File: config.mk
export PLATFORM = sky130hd
export DESIGN_NAME = rb_write_ctrl
export DESIGN_NICKNAME = d
export VERILOG_FILES = /design/src/rtl/rb_write_ctrl_pkg.sv /design/src/rtl/rb_write_ctrl_mod_counter.sv /design/src/rtl/rb_write_ctrl.sv
export SDC_FILE = /design/constraint.sdc
export NUM_CORES = 1
export LEC_CHECK = 0
export CORE_MARGIN = 2
export CORE_UTILIZATION = 30
export CTS_CLUSTER_SIZE = 10
export DETAILED_ROUTE_END_ITERATION = 12
export DONT_BUFFER_PORTS = 1
export PLACE_DENSITY = 0.48
export SLEW_MARGIN = 20
export SYNTH_ARGS = -nofsm -noshare
export SYNTH_HDL_FRONTEND = slang
export SYNTH_SLANG_ARGS = --single-unit
export TNS_END_PERCENT = 100
File: constraint.sdc
create_clock -name clk -period 1.9 [get_ports clk]
set_input_delay 0.38 -clock clk [delete_from_list [all_inputs] [get_ports clk]]
set_output_delay 0.38 -clock clk [all_outputs]
set_load 0.02 [all_outputs]
File: src/rtl/rb_write_ctrl_pkg.sv
// Shared constants, derived widths and state encoding for the row-buffer write front-end.
package rb_write_ctrl_pkg;

    // Address/select width for a range of n values, never narrower than one bit.
    function automatic int unsigned width_of(input int unsigned n);
        return (n <= 1) ? 1 : $clog2(n);
    endfunction

    localparam int unsigned PIXEL_WIDTH = 8;
    localparam int unsigned RBS         = 4;
    localparam int unsigned IMG_WIDTH   = 640;
    localparam int unsigned IMG_HEIGHT  = 480;

    localparam int unsigned COL_W = width_of(IMG_WIDTH);
    localparam int unsigned RB_W  = width_of(RBS);
    localparam int unsigned ROW_W = width_of(IMG_HEIGHT + 1);

    typedef enum logic [1:0] {
        StIdle,
        StPrime,
        StStream,
        StDone
    } state_e;

endpackage

File: src/rtl/rb_write_ctrl_mod_counter.sv
// Modulo-N counter with synchronous clear, count enable and a same-cycle wrap pulse.
module rb_mod_counter
    import rb_write_ctrl_pkg::*;
#(
    parameter int unsigned N = 4,
    parameter int unsigned W = width_of(N)
) (
    input  logic         clk,
    input  logic         rst_n,
    input  logic         clr,
    input  logic         en,
    output logic [W-1:0] count,
    output logic         wrap
);

    logic [W-1:0] count_q;
    logic [W-1:0] count_d;

    assign wrap  = en && (count_q == W'(N - 1));
    assign count = count_q;

    always_comb begin
        count_d = count_q;
        if (clr) begin
            count_d = '0;
        end else if (wrap) begin
            count_d = '0;
        end else if (en) begin
            count_d = count_q + 1'b1;
        end
    end

    always_ff @(posedge clk or negedge rst_n) begin
        if (!rst_n) begin
            count_q <= '0;
        end else begin
            count_q <= count_d;
        end
    end

endmodule

File: src/rtl/rb_write_ctrl.sv
// Raster-stream front-end for the row buffers: write-port controls, matching read address,
// and window-column tags aligned to the one-cycle row-buffer read latency.
module rb_write_ctrl
    import rb_write_ctrl_pkg::*;
#(
    parameter int unsigned PIXEL_WIDTH = rb_write_ctrl_pkg::PIXEL_WIDTH,
    parameter int unsigned RBS         = rb_write_ctrl_pkg::RBS,
    parameter int unsigned IMG_WIDTH   = rb_write_ctrl_pkg::IMG_WIDTH,
    parameter int unsigned IMG_HEIGHT  = rb_write_ctrl_pkg::IMG_HEIGHT,
    parameter int unsigned COL_W       = width_of(IMG_WIDTH),
    parameter int unsigned RB_W        = width_of(RBS),
    parameter int unsigned ROW_W       = width_of(IMG_HEIGHT + 1)
) (
    input  logic                   clk,
    input  logic                   rst_n,
    input  logic                   start,
    input  logic                   s_valid,
    input  logic [PIXEL_WIDTH-1:0] s_data,
    output logic                   s_ready,
    output logic                   wr_en,
    output logic [COL_W-1:0]       wr_addr,
    output logic [RB_W-1:0]        wr_rb,
    output logic [PIXEL_WIDTH-1:0] wr_data,
    output logic                   rd_en,
    output logic [COL_W-1:0]       rd_addr,
    output logic                   win_valid,
    output logic [RB_W-1:0]        top_rb,
    output logic [PIXEL_WIDTH-1:0] live_px,
    output logic [COL_W-1:0]       col_idx,
    output logic                   frame_done
);

    state_e           state_q;
    logic [ROW_W-1:0] rows_done_q;
    logic [COL_W-1:0] col;
    logic [RB_W-1:0]  cur_rb;
    logic [RB_W-1:0]  oldest_rb;
    logic             col_wrap;
    logic             unused_rb_wrap;
    logic             accept;
    logic             start_frame;

    assign s_ready     = (state_q == StPrime) || (state_q == StStream);
    assign accept      = s_valid && s_ready;
    assign start_frame = (state_q == StIdle) && start;

    rb_mod_counter #(
        .N (IMG_WIDTH),
        .W (COL_W)
    ) u_col_cnt (
        .clk   (clk),
        .rst_n (rst_n),
        .clr   (start_frame),
        .en    (accept),
        .count (col),
        .wrap  (col_wrap)
    );

    // Newest row always lands in the buffer holding the oldest one.
    rb_mod_counter #(
        .N (RBS),
        .W (RB_W)
    ) u_rb_cnt (
        .clk   (clk),
        .rst_n (rst_n),
        .clr   (start_frame),
        .en    (col_wrap),
        .count (cur_rb),
        .wrap  (unused_rb_wrap)
    );

    assign oldest_rb = (cur_rb == RB_W'(RBS - 1)) ? '0 : cur_rb + 1'b1;

    assign wr_en   = accept;
    assign rd_en   = accept;
    assign wr_addr = accept ? col : '0;
    assign rd_addr = accept ? col : '0;
    assign wr_data = accept ? s_data : '0;
    assign wr_rb   = cur_rb;

    always_ff @(posedge clk or negedge rst_n) begin
        if (!rst_n) begin
            state_q     <= StIdle;
            rows_done_q <= '0;
            win_valid   <= 1'b0;
            top_rb      <= '0;
            live_px     <= '0;
            col_idx     <= '0;
            frame_done  <= 1'b0;
        end else begin
            win_valid  <= accept && (state_q == StStream);
            frame_done <= 1'b0;
            if (accept) begin
                top_rb  <= oldest_rb;
                live_px <= s_data;
                col_idx <= col;
            end
            unique case (state_q)
                StIdle: begin
                    if (start) begin
                        state_q     <= StPrime;
                        rows_done_q <= '0;
                    end
                end
                StPrime: begin
                    // Switch on the wrap itself so the very next pixel is already a window pixel.
                    if (accept && col_wrap) begin
                        rows_done_q <= rows_done_q + 1'b1;
                        if (rows_done_q == ROW_W'(RBS - 2)) begin
                            state_q <= StStream;
                        end
                    end
                end
                StStream: begin
                    if (accept && col_wrap) begin
                        rows_done_q <= rows_done_q + 1'b1;
                        if (rows_done_q == ROW_W'(IMG_HEIGHT - 1)) begin
                            state_q    <= StDone;
                            frame_done <= 1'b1;
                        end
                    end
                end
                StDone: begin
                    state_q <= StIdle;
                end
                default: begin
                    state_q <= StIdle;
                end
            endcase
        end
    end

endmodule

## Word-level counts from Yosys, hierarchy flattened

Cells that the tools add are included.
W data, S select, Z words.

- Register bits: 45
- Memories: 0
- Logic and storage cells: 60
- RAM bits: 0
- Memory bits (read-only): 0
- Bits of input ports: 12
- Output and inout port bits: 55
- Latch bits: 0

- Divide/modulo/power cells: 0
- Mux-type cells: 21
- $lt $le $gt $ge: 0
- Shift operators: 0
- Equality and inequality tests: 13
- Bitwise logic cells: 0
- Multiply operators: 0
- Reduce and logical (&&, ||, !) cells: 14
- $add $sub $neg: 3

Operator list:

| operator | count |
|---|---|
| $mux W10 | 4 |
| $mux W2 | 9 |
| $mux W9 | 2 |
| $pmux W9 S2 | 1 |
| $add A10 B1 Y10 const B | 1 |
| $eq A10 B10 Y1 const B | 1 |
| $ne A2 B1 Y1 const B | 5 |
| $add A9 B1 Y9 const B | 1 |
| $eq A9 B2 Y1 const B | 1 |
| $eq A9 B9 Y1 const B | 1 |
| $mux W8 | 1 |
| $pmux W2 S4 | 1 |
| $eq A2 B2 Y1 const B | 3 |
| $logic_and A1 B1 Y1 | 6 |
| $reduce_bool A3 Y1 | 2 |
| $reduce_and A5 Y1 | 1 |
| $mux W1 | 3 |
| $reduce_and A3 Y1 | 1 |
| $add A2 B1 Y2 const B | 1 |
| $eq A2 B1 Y1 const B | 1 |
| $logic_not A2 Y1 | 1 |
| $ne A2 B2 Y1 const B | 1 |
| $reduce_bool A2 Y1 | 1 |
| $reduce_or A2 Y1 | 1 |
| $logic_or A1 B1 Y1 | 1 |

## Logic depth before layout (Yosys ltp)

Gate-level depths: netlist of the first run.

- Depth after elaboration: 7
- Depth in mapped cells: 10
- Gate-level depth less buffers: 8

## Cells and area by module

Synthesis of the first run repeated with hierarchy kept, for this count alone.

- Cells, all modules: 232
- Area, all modules: 2354.8 um^2

Modules (own cells, without submodules):

| module | area an instance (um^2) | cells each | sequential area each (um^2) | times used |
|---|---|---|---|---|
| rb_write_ctrl | 1694.1 | 167 | 825.8 | 1 |
| rb_mod_counter at u_col_cnt | 548.0 | 56 | 250.2 | 1 |
| rb_mod_counter at u_rb_cnt | 112.6 | 9 | 50.0 | 1 |

## Worst setup path after synthesis of the first run

No wires, ideal clock.

- Path kind: register to register
- Start point: reg state_q[0]
- End point: reg state_q[1]
- Path buffers: 1
- Cell stages (with the launch flop): 10
- Path slack: -0.317 ns
- Data arrival time: 2.138 ns
- Library setup time: 0.079 ns
- Path through: dfrtp_1 > inv_1 > ha_1 > buf_4 > nand2_2 > inv_2 > nand4_4 > or3_4 > a21oi_2 > mux2i_1

- Word-level cells in the longest chain between the ends: 7

RTL lines:

| item | line | source |
|---|---|---|
| start, declared | rb_write_ctrl.sv:33 | `state_e state_q;` |
| start signal, assigned | rb_write_ctrl.sv:83 | `state_q <= StIdle;` |
| start signal, assigned | rb_write_ctrl.sv:101 | `state_q <= StPrime;` |
| start signal, assigned | rb_write_ctrl.sv:110 | `state_q <= StStream;` |
| $eq A2 B1 Y1 / $eq A2 B2 Y1 (equally long branches) | rb_write_ctrl.sv:43 | `assign s_ready = (state_q == StPrime) \|\| (state_q == StStream);` |
| $logic_or A1 B1 Y1 (*) | rb_write_ctrl.sv:43 |  |
| net s_ready | rb_write_ctrl.sv:19 | `output logic s_ready,` |
| $logic_and A1 B1 Y1 (*) | rb_write_ctrl.sv:44 | `assign accept = s_valid && s_ready;` |
| net rd_en | rb_write_ctrl.sv:24 | `output logic rd_en,` |
| $logic_and A1 B1 Y1 | rb_write_ctrl_mod_counter.sv:19 | `assign wrap = en && (count_q == W'(N - 1));` |
| $logic_and A1 B1 Y1 (*) | rb_write_ctrl.sv:107, rb_write_ctrl.sv:115 |  |
| $ne A2 B1 Y1 (no line) | - |  |
| $reduce_and A5 Y1 (no line) (*) | - |  |

Mark *: on every way through the listed nets, which the timed path passes. The rest lies on a longest branch.
A chain may end at the register's enable or synchronous reset.

## Final worst setup path of the first run

- Start point: reg state_q[0]
- End point: reg state_q[0]

- Word-level cells in the longest chain between the ends: 7

RTL lines:

| item | line |
|---|---|
| $eq A2 B1 Y1 / $eq A2 B2 Y1 (equally long branches) | rb_write_ctrl.sv:43, rb_write_ctrl.sv:98 |
| $logic_or A1 B1 Y1 | rb_write_ctrl.sv:43 |
| $logic_and A1 B1 Y1 | rb_write_ctrl.sv:44 |
| $logic_and A1 B1 Y1 | rb_write_ctrl_mod_counter.sv:19 |
| $logic_and A1 B1 Y1 | rb_write_ctrl.sv:107, rb_write_ctrl.sv:115 |
| $ne A2 B1 Y1 (no line) | - |
| $reduce_and A5 Y1 (no line) | - |

Parallel ways exist; a longest one is shown, timed or not.

==> results.md, run 1 <==
Outcome:
- The run finished with clean final reports.

Synthesis:
- The average instance area after synthesis is 10.26 um^2.
- The most common flop cell mapped by yosys is sky130_fd_sc_hd__dfrtp_1.
- Counting flops with an async set or reset pin after synthesis yields a share of 100.0%.
- The post-synthesis net count is 242.
- The flip-flop and latch count after synthesis is 45.
- The number of flops mapped to enable cells by yosys is 0.
- Summed over its instances, the top area cell type makes up 49.42% of the synthesized netlist area.
- The number of warnings printed during yosys synthesis is 0.
- The cell area after synthesis is 2278 um^2.
- Sorting the synthesized cells by area gives the leading types as sky130_fd_sc_hd__dfrtp_1 (49%), sky130_fd_sc_hd__a21o_1 (5.9%), sky130_fd_sc_hd__and3_1 (4.9%).
- The sequential element share of the synthesized area is 49.42%.
- The gate count after technology mapping is 222.
- The largest total area in the synthesized netlist belongs to sky130_fd_sc_hd__dfrtp_1.
- The number of different library cells used by synthesis comes to 41.

GRT:
- The initial antenna violation count is 0.
- The maximum number of pins on one net before global-route repair is 46.
- The first-pass GRT wire length is 8700 um.
- Global routing consumed, on the met1 layer, 14.85% of the routing resources.
- In the global route stage, overall resource usage came out at 12.91%.
- Global routing consumed, on the met2 layer, 22.96% of the routing resources.
- The via count of the first global-routing pass is 1795.
- In this run the most used layer during global routing was met2.
- In the global route stage, met3 resource usage came out at 3.402%.
- For this run the aggregate overflow at the end of global routing stands at 0.

Die:
- The initial utilization of the core area, before any placement, comes to 31.25%.
- Row generation in the floorplan step produced 31 rows.
- The die extent in x is 91.15 um.
- The die covers 8308 um^2.
- 67 I/O pins were placed.
- The die outline height is 91.15 um.
- The core area is 7292 um^2.

Setup path:
- The worst setup path is captured at a flop.
- The flop-to-flop setup slack is 20 ps.
- The arrival time reported for the critical path endpoint is 2060 ps.
- The highest net fanout along the worst path is 8.
- The critical path is of the reg -> reg type.
- The depth of the worst register-to-register path is 9.
- STA classifies the critical path startpoint as a flop.
- The worst flop-to-flop path startpoint is state_q[0]$_DFFE_PN0P_.
- The source of the critical timing path is state_q[0]$_DFFE_PN0P_.
- Following the worst setup path forward leads to its endpoint at state_q[0]$_DFFE_PN0P_.
- The reg-to-reg critical path endpoint is state_q[0]$_DFFE_PN0P_.
- At the worst endpoint, the required time is 2080 ps.

Layout:
- Cells with a size suffix above 1 make up 27.98% of the layout.
- The total inserted antenna cells is 0.
- Once layout is complete, the utilization of the core stands at 38.76%.
- The commonest non-fill, non-tap cell in the layout is sky130_fd_sc_hd__dfrtp_1.
- The top cell types in the final layout, fill and taps aside, are sky130_fd_sc_hd__dfrtp_1 (45), sky130_fd_sc_hd__buf_4 (25), sky130_fd_sc_hd__a21o_1 (18).
- From synthesis to final layout, the design area changed by 24.05%.
- The fill cell total of the finished layout is 757.
- In the final design database the tool counted 263 nets.

Placement:
- The count of buffers added on input and output ports is 0.
- The placement-stage worst setup slack is 41.02 ps.
- The placed wire-length estimate is 3567 um.
- The final RePlAce weighted congestion is 0.7869.

Clocking:
- The CTS buffer count is 5.
- The clock latency reported for the late side of the worst-skew pair is 290 ps.
- The tree is rooted in a sky130_fd_sc_hd__clkbuf_8.
- The CTS tree is yes.
- The clock transition at the registers of the reported paths is 80 ps.
- The clock drives 45 sinks.
- CTS built an H-tree with a depth of 2.
- The maximum number of buffers from clock root to sink is 2.

Timing:
- The hold violation count in the final report came to 0.
- Counting I/O delays and the setup requirement, the final critical path takes 1876 ps.
- The part of the cycle the worst path needs is 98.72%.
- Headroom to the max-slew limit came out at 78.93%.
- The slew of the pin with the lowest slew margin is 316.0 ps.
- The worst clock skew on the final layout is 2.935 ps.
- The max-slew violation total from the final report is 0.
- Derived from the worst setup path, the maximum achievable clock frequency is 533.1 MHz.
- The final total negative setup slack is 0 ps.
- Setup violations remaining at the end of the flow were counted as 0.
- The worst path meets setup with 24.30 ps of slack.
- Setup repair after global routing could not meet its margin everywhere.

Drt:
- In this run the remaining antenna-violating nets after routing total 0.
- The wire length reported by the detailed router is 5179 um.
- The number of iterations in the first detailed-routing pass is 4.
- The wire length per cell is 15.14 um.
- After detailed routing, the number of remaining DRC violations is 0.
- The detailed router finished its first iteration with 46 violations.
- The number of vias after detailed routing is 1717.
- The per-cell via count in the routed design is 5.020.

Power:
- The total power divided by cell area is 842.4 nW/um^2.
- The overall power of the completed layout is 2.381 mW.
- Across the VDD grid, the largest voltage drop is 0.0002850 V.
- In this run the static leakage power is 1.422 nW.

Run:
- The max-cap violation count is 0.

Worst hold path:
- The tightest min-delay check is of the in -> reg type.
==> layer usage <==
metal  routed length (um)  vias to the layer above
met5                    0                        -
met4                   78                        0
met3                  298                       10
met2                 2523                       55
met1                 2280                      841
li1                     -                      811
==> through the flow <==
step,hold slack (ps),std cells,area (um^2)
global placement,85.35,324,2491
global route,230.1,342,2826
detailed placement,85.41,324,2491
floorplan,84.41,222,2315
CTS,220.7,336,2689
finish,239.4,342,2826
==> state kept, by name (all words and copies together) (netlist names) <==
signal           count
frame_done           1
top_rb               2
u_col_cnt.count     10
u_rb_cnt.count       2
rows_done_q          9
state_q              2
win_valid            1
col_idx             10
live_px              8
==> timing repair <==
action                                 4_1_cts  5_1_grt
setup endpoints to repair                   14       40
buffers inserted                             3        6
hold buffers                                 2        0
pin swaps                                    1        5
resized for setup                            5       21
endpoints found under the hold margin       45        0
==> power by group <==
group / internal, mW / switching [mW] / total, mW
Clock: 0.383 / 0.318 / 0.700
Combinational: 0.204 / 0.260 / 0.463
Sequential: 1.07 / 0.151 / 1.22
==> synth_stat cells, types with 3 or more instances <==
library cell / instances
sky130_fd_sc_hd__ha_1: 8
sky130_fd_sc_hd__nand3_1: 6
sky130_fd_sc_hd__nand4_1: 5
sky130_fd_sc_hd__o31ai_1: 3
sky130_fd_sc_hd__clkbuf_1: 7
sky130_fd_sc_hd__and3_1: 18
sky130_fd_sc_hd__a21o_1: 18
sky130_fd_sc_hd__o21ai_0: 6
sky130_fd_sc_hd__nand2_1: 16
sky130_fd_sc_hd__and2_1: 3
sky130_fd_sc_hd__dfrtp_1: 45
sky130_fd_sc_hd__a22o_1: 4
sky130_fd_sc_hd__xor2_1: 6
sky130_fd_sc_hd__nor3_1: 3
sky130_fd_sc_hd__xnor2_1: 3
sky130_fd_sc_hd__buf_4: 12
sky130_fd_sc_hd__inv_1: 7
sky130_fd_sc_hd__mux2i_1: 4
sky130_fd_sc_hd__a21oi_1: 7
sky130_fd_sc_hd__nor2_1: 16
==> logic make-up after synthesis <==
kind of cell,synth area share (%)
AO/OA/AOI/OAI,13.56
XOR/XNOR,3.460
adder cells (fa/ha/maj),4.393
buffers and inverters,6.755
flip-flops,49.42
multiplexers,1.757
AND/OR/NAND/NOR,20.65
==> layout make-up <==
class | count | area (um^2) | share of cell area (%)
clock inverter | 2 | 35.03 | 1.239
multi-input combinational | 148 | 1087 | 38.47
clock buffer | 5 | 68.82 | 2.435
timing repair buffer | 35 | 347.8 | 12.31
sequential | 45 | 1126 | 39.84
tap | 99 | 123.9 | 4.382
inverter | 8 | 37.54 | 1.328
==> worst max-delay path, cell delays in order, from the launching register on <==
cell                      delay (ps)
sky130_fd_sc_hd__dfrtp_1         370
sky130_fd_sc_hd__inv_2            60
sky130_fd_sc_hd__ha_4            300
sky130_fd_sc_hd__buf_12          120
sky130_fd_sc_hd__nand2_8          60
sky130_fd_sc_hd__inv_8            50
sky130_fd_sc_hd__nand4_4         100
sky130_fd_sc_hd__buf_8           160
sky130_fd_sc_hd__o22a_1          200
sky130_fd_sc_hd__o32a_2          330
==> worst min-delay path by stage <==
stage / startpoint / end / slack [ps] / depth (start not counted)
3_3_place_gp: rst_n / col_idx[3]$_DFFE_PN0N_ / 90 / 0
4_1_cts: s_valid / win_valid$_DFF_PN0_ / 220 / 1
2_1_floorplan: rst_n / col_idx[0]$_DFFE_PN0N_ / 80 / 0
3_5_place_dp: rst_n / col_idx[3]$_DFFE_PN0N_ / 90 / 0
5_1_grt: s_valid / win_valid$_DFF_PN0_ / 230 / 1
6_report: s_valid / win_valid$_DFF_PN0_ / 240 / 1
Note: power is estimated with default switching activity, not from simulation.
==> inputs of run 2 (changes only) <==
--- a/config.mk
+++ b/config.mk
@@ -9,8 +9,7 @@
 export CORE_UTILIZATION = 30
 export CTS_CLUSTER_SIZE = 10
 export DETAILED_ROUTE_END_ITERATION = 12
-export DONT_BUFFER_PORTS = 1
-export PLACE_DENSITY = 0.48
+export PLACE_DENSITY = 0.6
 export SLEW_MARGIN = 20
 export SYNTH_ARGS = -nofsm -noshare
 export SYNTH_HDL_FRONTEND = slang
==> results.md, run 2 (synthesized netlist as in run 1, its figures left out) <==
Clocking:
- The tree built by TritonCTS fans out to 45 sinks.
- The number of levels in the clock H-tree is 2.
- The clock latency reported for the late side of the worst-skew pair is 300 ps.
- Clock-pin slew was measured on the worst setup and hold paths at 80 ps.
- The CTS buffer count is 5.
- The CTS tree is yes.
- Clock tree synthesis selected as its root buffer the cell sky130_fd_sc_hd__clkbuf_8.
- The maximum number of buffers from clock root to sink is 2.

Setup path:
- The largest individual stage delay along the critical path comes from the cell sky130_fd_sc_hd__dfrtp_1.
- Walking the worst path, the cells encountered are inv_2, ha_4, buf_8, buf_8, mux2i_4, nand3b_1, buf_4, nor3_2, o22ai_1, a21oi_1.
- The delay of the slowest critical-path stage is 370 ps.
- Counting both buffers and inverters, the worst setup path holds a total of 4.
- STA classifies the critical path endpoint as a flop.
- The critical path in this run is classified as reg -> reg.
- Counting stages on the worst path, the most repeated cell is sky130_fd_sc_hd__buf_8.
- The top cell family by delay on the critical path is buffers and inverters.
- For the worst setup path, the data arrival time is 2250 ps.
- The highest net fanout along the worst path is 5.
- The worst setup path is launched from a flop.
- The critical path required time is 2110 ps.

Timing:
- After layout, the worst setup slack is -131.8 ps.
- The worst path uses 106.9% of the clock period.
- The slew of the pin with the lowest slew margin is 502.0 ps.
- The worst relative slew slack is 66.53%.
- The smallest clock period supported by the final layout is computed as 2032 ps.
- The hold violation count in the final report is 0.
- The max-slew violation total from the final report was 0.
- Setup repair after global routing could not meet its margin everywhere.
- The worst clock skew on the final layout is 6.560 ps.
- Setup violations remaining at the end of the flow were counted as 34.
- Static timing analysis puts the maximum clock frequency at 492.2 MHz.

Power:
- The combinational power share is 30.0%.
- Internal power comes to 1.864 mW.
- VDD sags by at most 0.0004111 V.
- The cell leakage power is 1.857 nW.
- Sequential cells burn 43.5% of the power.
- For this design the ratio of total power to cell area is 701.3 nW/um^2.
- The net switching power is 0.7872 mW.
- The clock network accounts for 26.5% of the total power.
- The switching part of the total is 29.70%.
- Power comes to 2.651 mW.

GRT:
- Summed over all layers, the global routing overflow is 0.
- The initial antenna violation count is 0.
- Across every metal layer, demand over resource in global routing totals 14.51%.
- The first global-routing pass estimated 9715 um of wire.
- The via count of the first global-routing pass came to 1981.
- Entering global routing, the biggest net connects 25 pins.

Layout:
- The area growth from synthesis to layout is 65.90%.
- The fill cell total of the finished layout is 667.
- In the layout the commonest cells are sky130_fd_sc_hd__dfrtp_1 (45), sky130_fd_sc_hd__buf_4 (40), sky130_fd_sc_hd__clkdlybuf4s50_1 (34).
- The number of standard cells in the final layout excluding fillers is 422.
- The commonest non-fill, non-tap cell in the layout is sky130_fd_sc_hd__dfrtp_1.
- The total inserted antenna cells is 0.
- At the end of the flow, the number of nets in the layout was 343.
- The storage element area is 1126 um^2.
- In the final layout, the multi-input gates occupy 1234 um^2.
- The fraction of final layout cells sized beyond drive strength 1 is 41.18%.

Drt:
- The first TritonRoute pass finished after 4 iterations.
- The detailed router finished its first iteration with 55 violations.
- In this run the remaining antenna-violating nets after routing total 0.
- The count of unresolved DRC violations after routing is 0.
- The routed layout has 2014 vias.
- After detailed routing, the number of vias per cell comes to 4.773.
- The wire length reported by the detailed router is 6245 um.
- The wire length per cell is 14.80 um.

Worst hold path:
- The path class of the tightest hold or removal check is in -> async.

Placement:
- The final RePlAce weighted congestion is 0.8658.
- Prior to clock tree synthesis, the placed netlist has a worst setup slack of -388.0 ps.
- The placed wire-length estimate is 3937 um.
- The port buffer count is 66.
- The cell count after placement is 395.

Die:
- The floorplan step defined a core boundary enclosing 7292 um^2.
- The site row count is 31.
- Once the floorplan was initialized, standard cells occupied 31.25% of the core.
- From bottom edge to top edge, the die measures 91.15 um.
- The die area is 8308 um^2.
- The die extent in x is 91.15 um.
- The top-level I/O count is 67.

Outcome:
- The run finished, with violations left.
- The checks that failed: setup timing.

Run:
- Max-cap violations in this run came to 0.
run 2: cell count changes in the layout (fill, tap and decap cells not counted), moves of 5 or more:
| cell | previous run | this run |
|---|---|---|
| sky130_fd_sc_hd__and3_2 | 7 | 0 |
| sky130_fd_sc_hd__clkdlybuf4s50_1 | 0 | 34 |
| sky130_fd_sc_hd__and3_1 | 7 | 2 |
| sky130_fd_sc_hd__and3_4 | 4 | 16 |
| sky130_fd_sc_hd__buf_6 | 2 | 31 |
| sky130_fd_sc_hd__buf_4 | 25 | 40 |
run 2: worst register-to-register path, delay by kind of cell, from the launching register on:
kind            cells  cell delay [ps]
fa+ha+maj           1              290
simple gates        2              420
mux                 1               60
buf+inv             4              490
compound gates      2              310
flops               1              370
run 2: final timing paths:
kind                                              end                   start  slack [ps]  cells past startpoint
setup / recovery           rows_done_q[5]$_DFFE_PN0P_  state_q[0]$_DFFE_PN0P_        -130                     10
hold / removal                 col_idx[4]$_DFFE_PN0N_                   rst_n          40                      1
setup reg to reg           rows_done_q[5]$_DFFE_PN0P_  state_q[0]$_DFFE_PN0P_        -130                     10
hold reg to reg                col_idx[6]$_DFFE_PN0N_  col_idx[6]$_DFFE_PN0N_         480                      1
max in group asynchronous  rows_done_q[7]$_DFFE_PN0P_                   rst_n        1280                      2
min in group clk               col_idx[6]$_DFFE_PN0N_  col_idx[6]$_DFFE_PN0N_         480                      1
run 2: through the flow:
| step | utilization, % | setup TNS (ps) | area, um^2 | hold slack [ps] |
|---|---|---|---|---|
| after detailed placement | 43.84 | -12960 | 3197 | 380.6 |
| after CTS | 44.72 | -254.5 | 3261 | 57.09 |
| final | 51.84 | -1503 | 3780 | 40.24 |
| after global placement | 43.84 | -12620 | 3197 | 385.2 |
| after floorplan | - | -37.87 | 2315 | 84.41 |
| after global routing | 51.84 | -4345 | 3780 | 70.39 |
run 2: repair_timing:
action | in CTS | in global routing
gates resized for setup | 141 | 92
cloned | 0 | 2
pin swaps | 5 | 14
hold buffers | 0 | 0
endpoints found under the setup margin | 40 | 47
buffers inserted | 2 | 16
run 2: power by group through the flow:
stage          Combinational [mW]  Clock (mW)  Sequential, mW
2_1_floorplan               0.308           0            1.24
3_3_place_gp                0.722           0            1.17
4_1_cts                     0.677       0.715            1.15
5_1_grt                     0.854       0.768            1.17
6_report                    0.794       0.702            1.15
3_5_place_dp                0.729           0            1.17
run 2: cell type report:
type	count	area share [%]
Timing Repair Buffer	115	30.55
Clock buffer	5	1.821
Clock inverter	2	0.9268
Tap cell	99	3.277
Inverter	8	0.9930
Sequential cell	45	29.79
Multi-Input combinational cell	148	32.64
run 2: routing by layer:
metal	wire [um]	track usage (%)
met5	0	0
met4	125	4.924
met3	314	4.647
met2	3153	23.95
met1	2652	17.90
